<file path="src/rtl/shift_arbiter.sv">
// shift_arbiter: two requesters share one 16-bit shifter through round-robin
// arbitration. The result lands in a one-entry output buffer one cycle after
// the request is accepted. Per-port saturating grant counters are exposed for
// performance debug.
//
// Ports:
//   clk, rst_n                 clock, asynchronous active-low reset
//   req_valid[1:0]             per-port request valid
//   req_data0/1, req_amt0/1    operand and shift amount (0-15)
//   req_mode0/1                00 SLL, 01 SRA, 1x ROR
//   req_ready[1:0]             per-port accept (at most one bit set)
//   out_valid/out_ready        result buffer handshake
//   out_data, out_src          buffered result and the port that issued it
//   grant_cnt0/1               saturating accepted-request counters
module shift_arbiter #(
  parameter int unsigned CNT_W = 8
) (
  input  logic             clk,
  input  logic             rst_n,
  input  logic [1:0]       req_valid,
  input  logic [15:0]      req_data0,
  input  logic [15:0]      req_data1,
  input  logic [3:0]       req_amt0,
  input  logic [3:0]       req_amt1,
  input  logic [1:0]       req_mode0,
  input  logic [1:0]       req_mode1,
  output logic [1:0]       req_ready,
  output logic             out_valid,
  input  logic             out_ready,
  output logic [15:0]      out_data,
  output logic             out_src,
  output logic [CNT_W-1:0] grant_cnt0,
  output logic [CNT_W-1:0] grant_cnt1
);

  logic             out_valid_q, out_valid_d;
  logic [15:0]      out_data_q,  out_data_d;
  logic             out_src_q,   out_src_d;
  logic             ptr_q,       ptr_d;
  logic [CNT_W-1:0] cnt0_q,      cnt0_d;
  logic [CNT_W-1:0] cnt1_q,      cnt1_d;

  logic        space;
  logic        winner;
  logic        accept;
  logic [15:0] sel_data;
  logic [3:0]  sel_amt;
  logic [1:0]  sel_mode;
  logic [31:0] rot_dbl;
  logic [15:0] shift_res;

  // Arbitration and handshake
  always_comb begin
    // Ready is held low while reset is asserted, independent of the
    // buffer state, so no request is taken across a reset release.
    space  = (~out_valid_q | out_ready) & rst_n;
    winner = (&req_valid) ? ptr_q : req_valid[1];

    req_ready = '0;
    if (space) begin
      req_ready[winner] = req_valid[winner];
    end
    accept = |req_ready;
  end

  // Shared shifter, operands muxed by the arbitration winner
  always_comb begin
    sel_data = winner ? req_data1 : req_data0;
    sel_amt  = winner ? req_amt1  : req_amt0;
    sel_mode = winner ? req_mode1 : req_mode0;

    // Doubling the operand turns a rotate into a plain right shift.
    rot_dbl = {sel_data, sel_data} >> sel_amt;

    if (sel_mode[1]) begin
      shift_res = rot_dbl[15:0];
    end else if (sel_mode[0]) begin
      shift_res = $signed(sel_data) >>> sel_amt;
    end else begin
      shift_res = sel_data << sel_amt;
    end
  end

  // Buffer, pointer and counter next state
  always_comb begin
    out_valid_d = out_valid_q;
    out_data_d  = out_data_q;
    out_src_d   = out_src_q;
    ptr_d       = ptr_q;
    cnt0_d      = cnt0_q;
    cnt1_d      = cnt1_q;

    if (accept) begin
      out_valid_d = 1'b1;
      out_data_d  = shift_res;
      out_src_d   = winner;
      ptr_d       = ~winner;
      if (!winner && cnt0_q != '1) begin
        cnt0_d = cnt0_q + 1'b1;
      end
      if (winner && cnt1_q != '1) begin
        cnt1_d = cnt1_q + 1'b1;
      end
    end else if (out_ready) begin
      out_valid_d = 1'b0;
    end
  end

  always_ff @(posedge clk or negedge rst_n) begin
    if (!rst_n) begin
      out_valid_q <= 1'b0;
      out_data_q  <= '0;
      out_src_q   <= 1'b0;
      ptr_q       <= 1'b0;
      cnt0_q      <= '0;
      cnt1_q      <= '0;
    end else begin
      out_valid_q <= out_valid_d;
      out_data_q  <= out_data_d;
      out_src_q   <= out_src_d;
      ptr_q       <= ptr_d;
      cnt0_q      <= cnt0_d;
      cnt1_q      <= cnt1_d;
    end
  end

  assign out_valid  = out_valid_q;
  assign out_data   = out_data_q;
  assign out_src    = out_src_q;
  assign grant_cnt0 = cnt0_q;
  assign grant_cnt1 = cnt1_q;

endmodule

</file>
<file path="config.mk">
export PLATFORM = sky130hd
export DESIGN_NAME = shift_arbiter
export DESIGN_NICKNAME = d
export VERILOG_FILES = /design/src/rtl/shift_arbiter.sv
export SDC_FILE = /design/constraint.sdc
export NUM_CORES = 1
export LEC_CHECK = 0
export CORE_MARGIN = 4
export CORE_UTILIZATION = 45
export DETAILED_ROUTE_END_ITERATION = 12
export PLACE_DENSITY = 0.7
export RECOVER_POWER = 100
export SLEW_MARGIN = 0
export SYNTH_ARGS = -nofsm -noshare
export SYNTH_HDL_FRONTEND = slang
export SYNTH_SLANG_ARGS = --single-unit
</file>
<file path="constraint.sdc">
create_clock -name clk -period 2.5 [get_ports clk]
set_input_delay 0.75 -clock clk [delete_from_list [all_inputs] [get_ports clk]]
set_output_delay 0.75 -clock clk [all_outputs]
set_load 0.02 [all_outputs]
</file>
==> results.cfg, run 1 <==
[detailed_routing]
drc = 0
vias = 5703
drt-vias-per-instance = 6.53
drt-initial-drc-count = 654
wl_um = 20300
antenna_left = 0
wl_per_cell_um = 23.2
dr.pass1.iters = 6

[placement]
gp_congestion = 0.981
hpwlAfterDp_um = 14600
numPortBuffers = 84
dpl_worst_slack_ns = -0.815

[global_route]
grt_overflow = 0
grt_max_degree = 36
antenna_found_initial = 0
grt.total_usage_pct = 35.3
grt_pass1_vias = 5680
grt_pass1_wl_um = 31700

[sta]
rsz0062_at_grt = yes
hold_viol = 0
finalCritPeriodShare_pct = 100
min_period_ns = 2.50
tightest_slew_ns = 0.912
timing.fmax_mhz = 400
fin_tns_setup_ns = -0.00286
setup_ws_ns = -0.00286
slew_headroom_pct = 39.2
fin_skew_ns = 0.00953
finalSetupViolCount = 1
slew_viol_final = 0
hold_ws_ns = 0.500

[final_layout]
area_growth_pct = 66.9
antenna_cells = 0
drive_above_1_share_pct = 39.6
seqCellArea_um2 = 876
multi_input_area_um2 = 3580
post-route-util_pct = 78.1
fillers = 639
num-nets-final = 795

[floorplanning]
initial_core_util_pct = 46.8
ioPinCount = 85
die_x_um = 106
core_area_um2 = 9330
rows = 35
die_area_um2 = 11300
die_height_um = 106

[yosys]
synthAdderAreaFrac_pct = 0.573
yosysTopAreaCell = dfrtp_1
ys_seq_elements = 35
synth_compound_area_share_pct = 31.1
synth_top_family_by_area = compound AO/OA/AOI/OAI gates
yosysMostFrequentCell = mux2i_1
synth_mux_area_share_pct = 22.9
async_reset_ff_share_pct = 100
synth_fp_nets = 571
synth_area_leaders = dfrtp_1 (20%), mux2i_1 (14%), mux2_2 (7.0%)
synth_top_area_share_pct = 20.1
synth_xor_area_share_pct = 2.81
yosys.area_share.simple_pct = 16.2
synth_cell_type_count = 73
ys_seq_area_share_pct = 20.1
yosys_most_used_dff = dfrtp_1
synth_common_cells = mux2i_1 (59), dfrtp_1 (35), nand2_1 (35)
ys_warn_count = 0
syn-cell-area_um2 = 4370
synth-edff-count = 0
synth_area_per_cell_um2 = 8.40
synthCells = 520

[clock_tree]
clock_sinks = 35
clk_latency_ns = 0.30
cts_tree = built
numCtsBuffers = 5
htreeDepth = 2
clk_pin_slew_ns = 0.08
cts_root_buf = clkbuf_8
cts_hold_buf = 0
cts.path.max_buffers = 2

[setup_path]
worstSetupPathType = primary input to flip-flop
cp-end-kind = flip-flop
cp_data_arrival_time_ns = 2.74
startpoint_type = primary input
cp_data_required_time_ns = 2.74
crit_path_max_fanout = 2

[job]
max-cap-violations = 0

[hold_path]
holdCritPathClass = flip-flop to flip-flop

[power_and_ir_drop]
p_per_area_nw_per_um2 = 571
power.leakage_nw = 3.28
max-vdd-ir-drop_v = 0.000454

[status]
status = finished, violations left
violations = setup timing
-- cells by family (layout without fill, tap and decap cells) --
logic type,Yosys count,in the layout
compound gates,185,185
xor+xnor,14,14
fa+ha+maj,2,2
buf+inv,54,279
flops,35,35
mux,91,91
simple gates,139,139
-- cell usage in the layout (no fill, tap or decap), drive strengths merged, types with 6 or more instances in the layout --
cell type      count
a211oi            10
a21oi             16
a221oi             7
a31oi              9
and2               6
and3               8
buf              170
clkbuf            14
clkdlybuf4s50     16
dfrtp             35
dlygate4sd2       19
dlygate4sd3       34
dlymetal6s2s       9
inv                8
mux2              28
mux2i             59
nand2             36
nand3             27
nand4             12
nor2              28
nor3               7
o2111ai            8
o211ai            31
o21a               6
o21ai             42
xnor2              8
xor2               6
-- worst max-delay path, stage by stage --
cell	delay, ns
clkdlybuf4s50_1	0.49
nand2_1	0.10
a31o_2	0.27
mux2_4	0.27
mux4_2	0.52
a211oi_2	0.19
a221o_1	0.13
-- sequential cells by signal (all words and copies together) (netlist names) --
name        count
grant_cnt0      8
grant_cnt1      8
out_data       16
out_src         1
out_valid       1
ptr_q           1
-- report_power, final --
group,internal (mW),switching (mW)
registers,0.736,0.159
logic,1.34,1.40
clock network,0.297,0.232
total,2.37,1.79
-- stage by stage --
step	total power, mW	std cells	instance area, um^2
after CTS	4.10	870	7090
final	4.16	874	7290
after global routing	4.37	874	7290
after floorplan	2.14	520	4390
after global placement	3.31	843	6500
after detailed placement	3.37	843	6500
-- area by class of cell --
type	instances	area share (%)
Multi-Input combinational cell	431	49.1
Timing Repair Buffer	262	34.6
Clock buffer	5	0.945
Clock inverter	3	0.601
Inverter	9	0.515
Tap cell	129	2.22
Sequential cell	35	12.0
-- timing repair --
item,CTS,global route
endpoints found under the setup margin,18,14
gates cloned,7,0
gates resized for setup,111,46
setup buffers,12,4
pin swaps,8,11
-- metal layers --
layer  part of all wire (%)  global-route usage [%]  vias up
li1                       -                       -     2506
met1                     40                    46.2     2739
met5                      0                       0        -
met2                     47                    57.8      368
met4                    4.9                    13.7        0
met3                    8.6                    6.50       90
-- worst paths after layout --
check	slack, ns	depth (start not counted)	from	end
setup / recovery	-0.003	7	req_data1[12]	out_data[15]$_DFFE_PN0P_
hold / removal	0.50	1	grant_cnt0[5]$_DFFE_PN0P_	grant_cnt0[5]$_DFFE_PN0P_
setup reg to reg	0.03	9	ptr_q$_DFFE_PN0P_	out_data[15]$_DFFE_PN0P_
hold reg to reg	0.50	1	grant_cnt0[5]$_DFFE_PN0P_	grant_cnt0[5]$_DFFE_PN0P_
max in group asynchronous	0.85	2	rst_n	grant_cnt1[1]$_DFFE_PN0P_
min in group asynchronous	1.09	2	rst_n	out_data[12]$_DFFE_PN0P_
Power figures use the tool's default switching activity.
==> inputs of run 2 (changes only) <==
ABC_AREA = 1   (was unset)
PLACE_DENSITY = 0.72   (was 0.7)
==> run 2 against run 1 <==
The flow now finishes without violations. Combinational power down 20%. Sequential cell count unchanged. Final cell count shrank 4.9%. Critical path type unchanged. Critical endpoint is now out_data[2]$_DFFE_PN0P_.
==> results.cfg, run 2 <==
[yosys]
synthCells = 618
ys_warn_count = 0
synth_top_family_by_area = simple AND/OR/NAND/NOR gates
synth-edff-count = 0
syn-cell-area_um2 = 3580
yosys_most_used_dff = dfrtp_1
yosys.area_share.simple_pct = 56.6
synth_xor_area_share_pct = 3.18
synth_mux_area_share_pct = 0.314
synth_top_area_share_pct = 29.9
synth_fp_nets = 669
synth_common_cells = nand2_1 (285), nand3_1 (146), dfrtp_1 (35)
ys_seq_area_share_pct = 24.4
ys_seq_elements = 35
synth_compound_area_share_pct = 5.62
synthAdderAreaFrac_pct = 0.699
async_reset_ff_share_pct = 100
synth_area_per_cell_um2 = 5.80
synth_area_leaders = nand2_1 (30%), dfrtp_1 (24%), nand3_1 (20%)
synth_cell_type_count = 34
yosysMostFrequentCell = nand2_1
yosysTopAreaCell = nand2_1

[power_and_ir_drop]
p_switching_mw = 1.66
p_int_mw = 1.94
swShare_pct = 46.1
power.leakage_nw = 2.63
max-vdd-ir-drop_v = 0.000412
p_total_mw = 3.60
seqPwrFrac_pct = 25.0
p_per_area_nw_per_um2 = 722
combPwrFrac_pct = 60.7
pwr-share-clk_pct = 14.3

[floorplanning]
die_x_um = 97.2
die_height_um = 97.2
die_area_um2 = 9450
ioPinCount = 85
rows = 32
initial_core_util_pct = 46.4
core_area_um2 = 7730

[global_route]
grt_pass1_vias = 4284
grt_overflow = 0
antenna_found_initial = 0
grt_pass1_wl_um = 20100
grt.total_usage_pct = 25.6
grt_max_degree = 36

[final_layout]
num-nets-final = 779
antenna_cells = 0
final_common_cell = nand2_1
fillers = 765
largest_reg_flops = 16
drive_above_1_share_pct = 12.6
post-route-util_pct = 64.5
area_growth_pct = 39.1
final_cell_mix = nand2_1 (275), nand3_1 (144), clkdlybuf4s50_1 (44)

[setup_path]
r2r_cells = 18
cp_data_required_time_ns = 2.67
r2r_start = ptr_q$_DFFE_PN0P_
max_stage_delay_ns = 0.27
worstReg2RegEnd = out_data[2]$_DFFE_PN0P_
slowest_stage = dlygate4sd2_1
startpoint_type = primary input
worstSetupPathType = primary input to flip-flop
crit_path_max_fanout = 19
crit_top_cell = nand2_1
cp_data_arrival_time_ns = 2.55
cp-end-kind = flip-flop
crit_path_cell_trace = dlygate4sd2_1, nand2_4, nand2_4, buf_12, nand2_1, nand2_1, buf_12, nand2_1, nand3_1, nand3_1, nand2_1, nand2_1, nand2_1, nand2_1, nand3_1, nand3_1, nand2_1
rrSetupSlack_ns = 0.45

[placement]
gp_congestion = 0.891
hpwlAfterDp_um = 9430
numPortBuffers = 84

[sta]
tightest_slew_ns = 0.866
hold_viol = 0
timing.fmax_mhz = 421
fin_skew_ns = 0.00329
min_period_ns = 2.38
rsz0062_at_grt = yes
slew_headroom_pct = 42.2
finalCritPeriodShare_pct = 95.1
slew_viol_final = 0
finalSetupViolCount = 0

[detailed_routing]
vias = 4503
drt-vias-per-instance = 5.42
antenna_left = 0
dr.pass1.iters = 7
drt-initial-drc-count = 405
wl_per_cell_um = 14.9
wl_um = 12400
drc = 0

[hold_path]
worst_hold_path.endpoint = out_data[0]$_DFFE_PN0P_
holdCritPathClass = flip-flop to flip-flop
hp-start = out_data[0]$_DFFE_PN0P_
hold_depth = 2

[clock_tree]
clk_pin_slew_ns = 0.08
numCtsBuffers = 5
clk_latency_ns = 0.28
htreeDepth = 2
cts_root_buf = clkbuf_8
cts_tree = built
clock_sinks = 35
cts.path.max_buffers = 2

[job]
max-cap-violations = 0

[status]
status = completed
run 2: cell count changes in the layout (fill, tap and decap cells not counted), sizes merged, moves of 10 or more:
cell / previous run / this run
dlygate4sd2: 19 / 2
nand3: 27 / 146
a211oi: 10 / 0
buf: 170 / 39
nand4: 12 / 2
nand2: 36 / 294
clkdlybuf4s50: 16 / 44
o211ai: 31 / 2
inv: 8 / 30
o21ai: 42 / 16
mux2i: 59 / 0
mux2: 28 / 1
run 2: what timing repair did:
action                                 CTS  global route
pin swaps                                5             1
endpoints found under the hold margin    0             0
resized for setup                       30             7
setup endpoints to repair               18             7
cloned                                   3             1
buffers inserted                         2             1
hold buffers                             0             0
run 2: layout make-up:
| cell class | count | area [um^2] | area share [%] |
|---|---|---|---|
| Multi-Input combinational cell | 523 | 2450 | 49.1 |
| Clock inverter | 3 | 43.8 | 0.879 |
| Sequential cell | 35 | 876 | 17.6 |
| Clock buffer | 5 | 68.8 | 1.38 |
| Timing Repair Buffer | 133 | 1310 | 26.2 |
| Tap cell | 102 | 128 | 2.56 |
| Inverter | 30 | 113 | 2.26 |
run 2: worst max-delay path by stage:
stage / startpoint / endpoint / depth (start not counted)
floorplan: req_valid[1] / out_data[11]$_DFFE_PN0P_ / 11
global placement: out_ready / req_ready[0] / 5
detailed placement: req_valid[1] / req_ready[0] / 4
CTS: out_ready / req_ready[0] / 5
global route: req_valid[0] / out_data[6]$_DFFE_PN0P_ / 17
finish: req_valid[0] / out_data[2]$_DFFE_PN0P_ / 17
run 2: power by group through the flow:
stage / clock network [mW] / registers (mW) / logic, mW
global route: 0.551 / 0.932 / 2.40
floorplan: 0 / 1.13 / 1.07
detailed placement: 0 / 0.917 / 2.18
CTS: 0.523 / 0.908 / 2.23
global placement: 0 / 0.905 / 2.15
finish: 0.515 / 0.898 / 2.19
run 2: worst max-delay path, delay by kind of cell:
kind / cells / cell delay [ns]
AND/OR/NAND/NOR: 14 / 1.19
buffers and inverters: 3 / 0.59
run 2: stage by stage:
stage / hold slack, ns / instance area [um^2] / TNS [ns] / instances / setup WS (ns)
floorplan: 0.454 / 3580 / 0 / 618 / 0.219
global route: 0.504 / 4980 / -0.0606 / 831 / -0.0533
detailed placement: 0.467 / 4770 / -7.57 / 816 / -0.518
CTS: 0.488 / 4970 / 0 / 829 / 0.0133
global placement: 0.465 / 4770 / -6.90 / 816 / -0.517
finish: 0.480 / 4980 / 0 / 831 / 0.123
run 2: cell families after synthesis:
kind of cell    Yosys count
mux                       1
fa+ha+maj                 2
xor+xnor                 13
buf+inv                  63
compound gates           32
simple gates            472
flops                    35
run 2: routing by layer:
| metal | global-route usage (%) | vias to the layer above | share of wire, % |
|---|---|---|---|
| li1 | - | 2229 | - |
| met5 | 0 | - | 0 |
| met1 | 32.1 | 2039 | 42 |
| met4 | 9.90 | 0 | 3.6 |
| met3 | 5.10 | 39 | 6.9 |
| met2 | 43.2 | 196 | 47 |
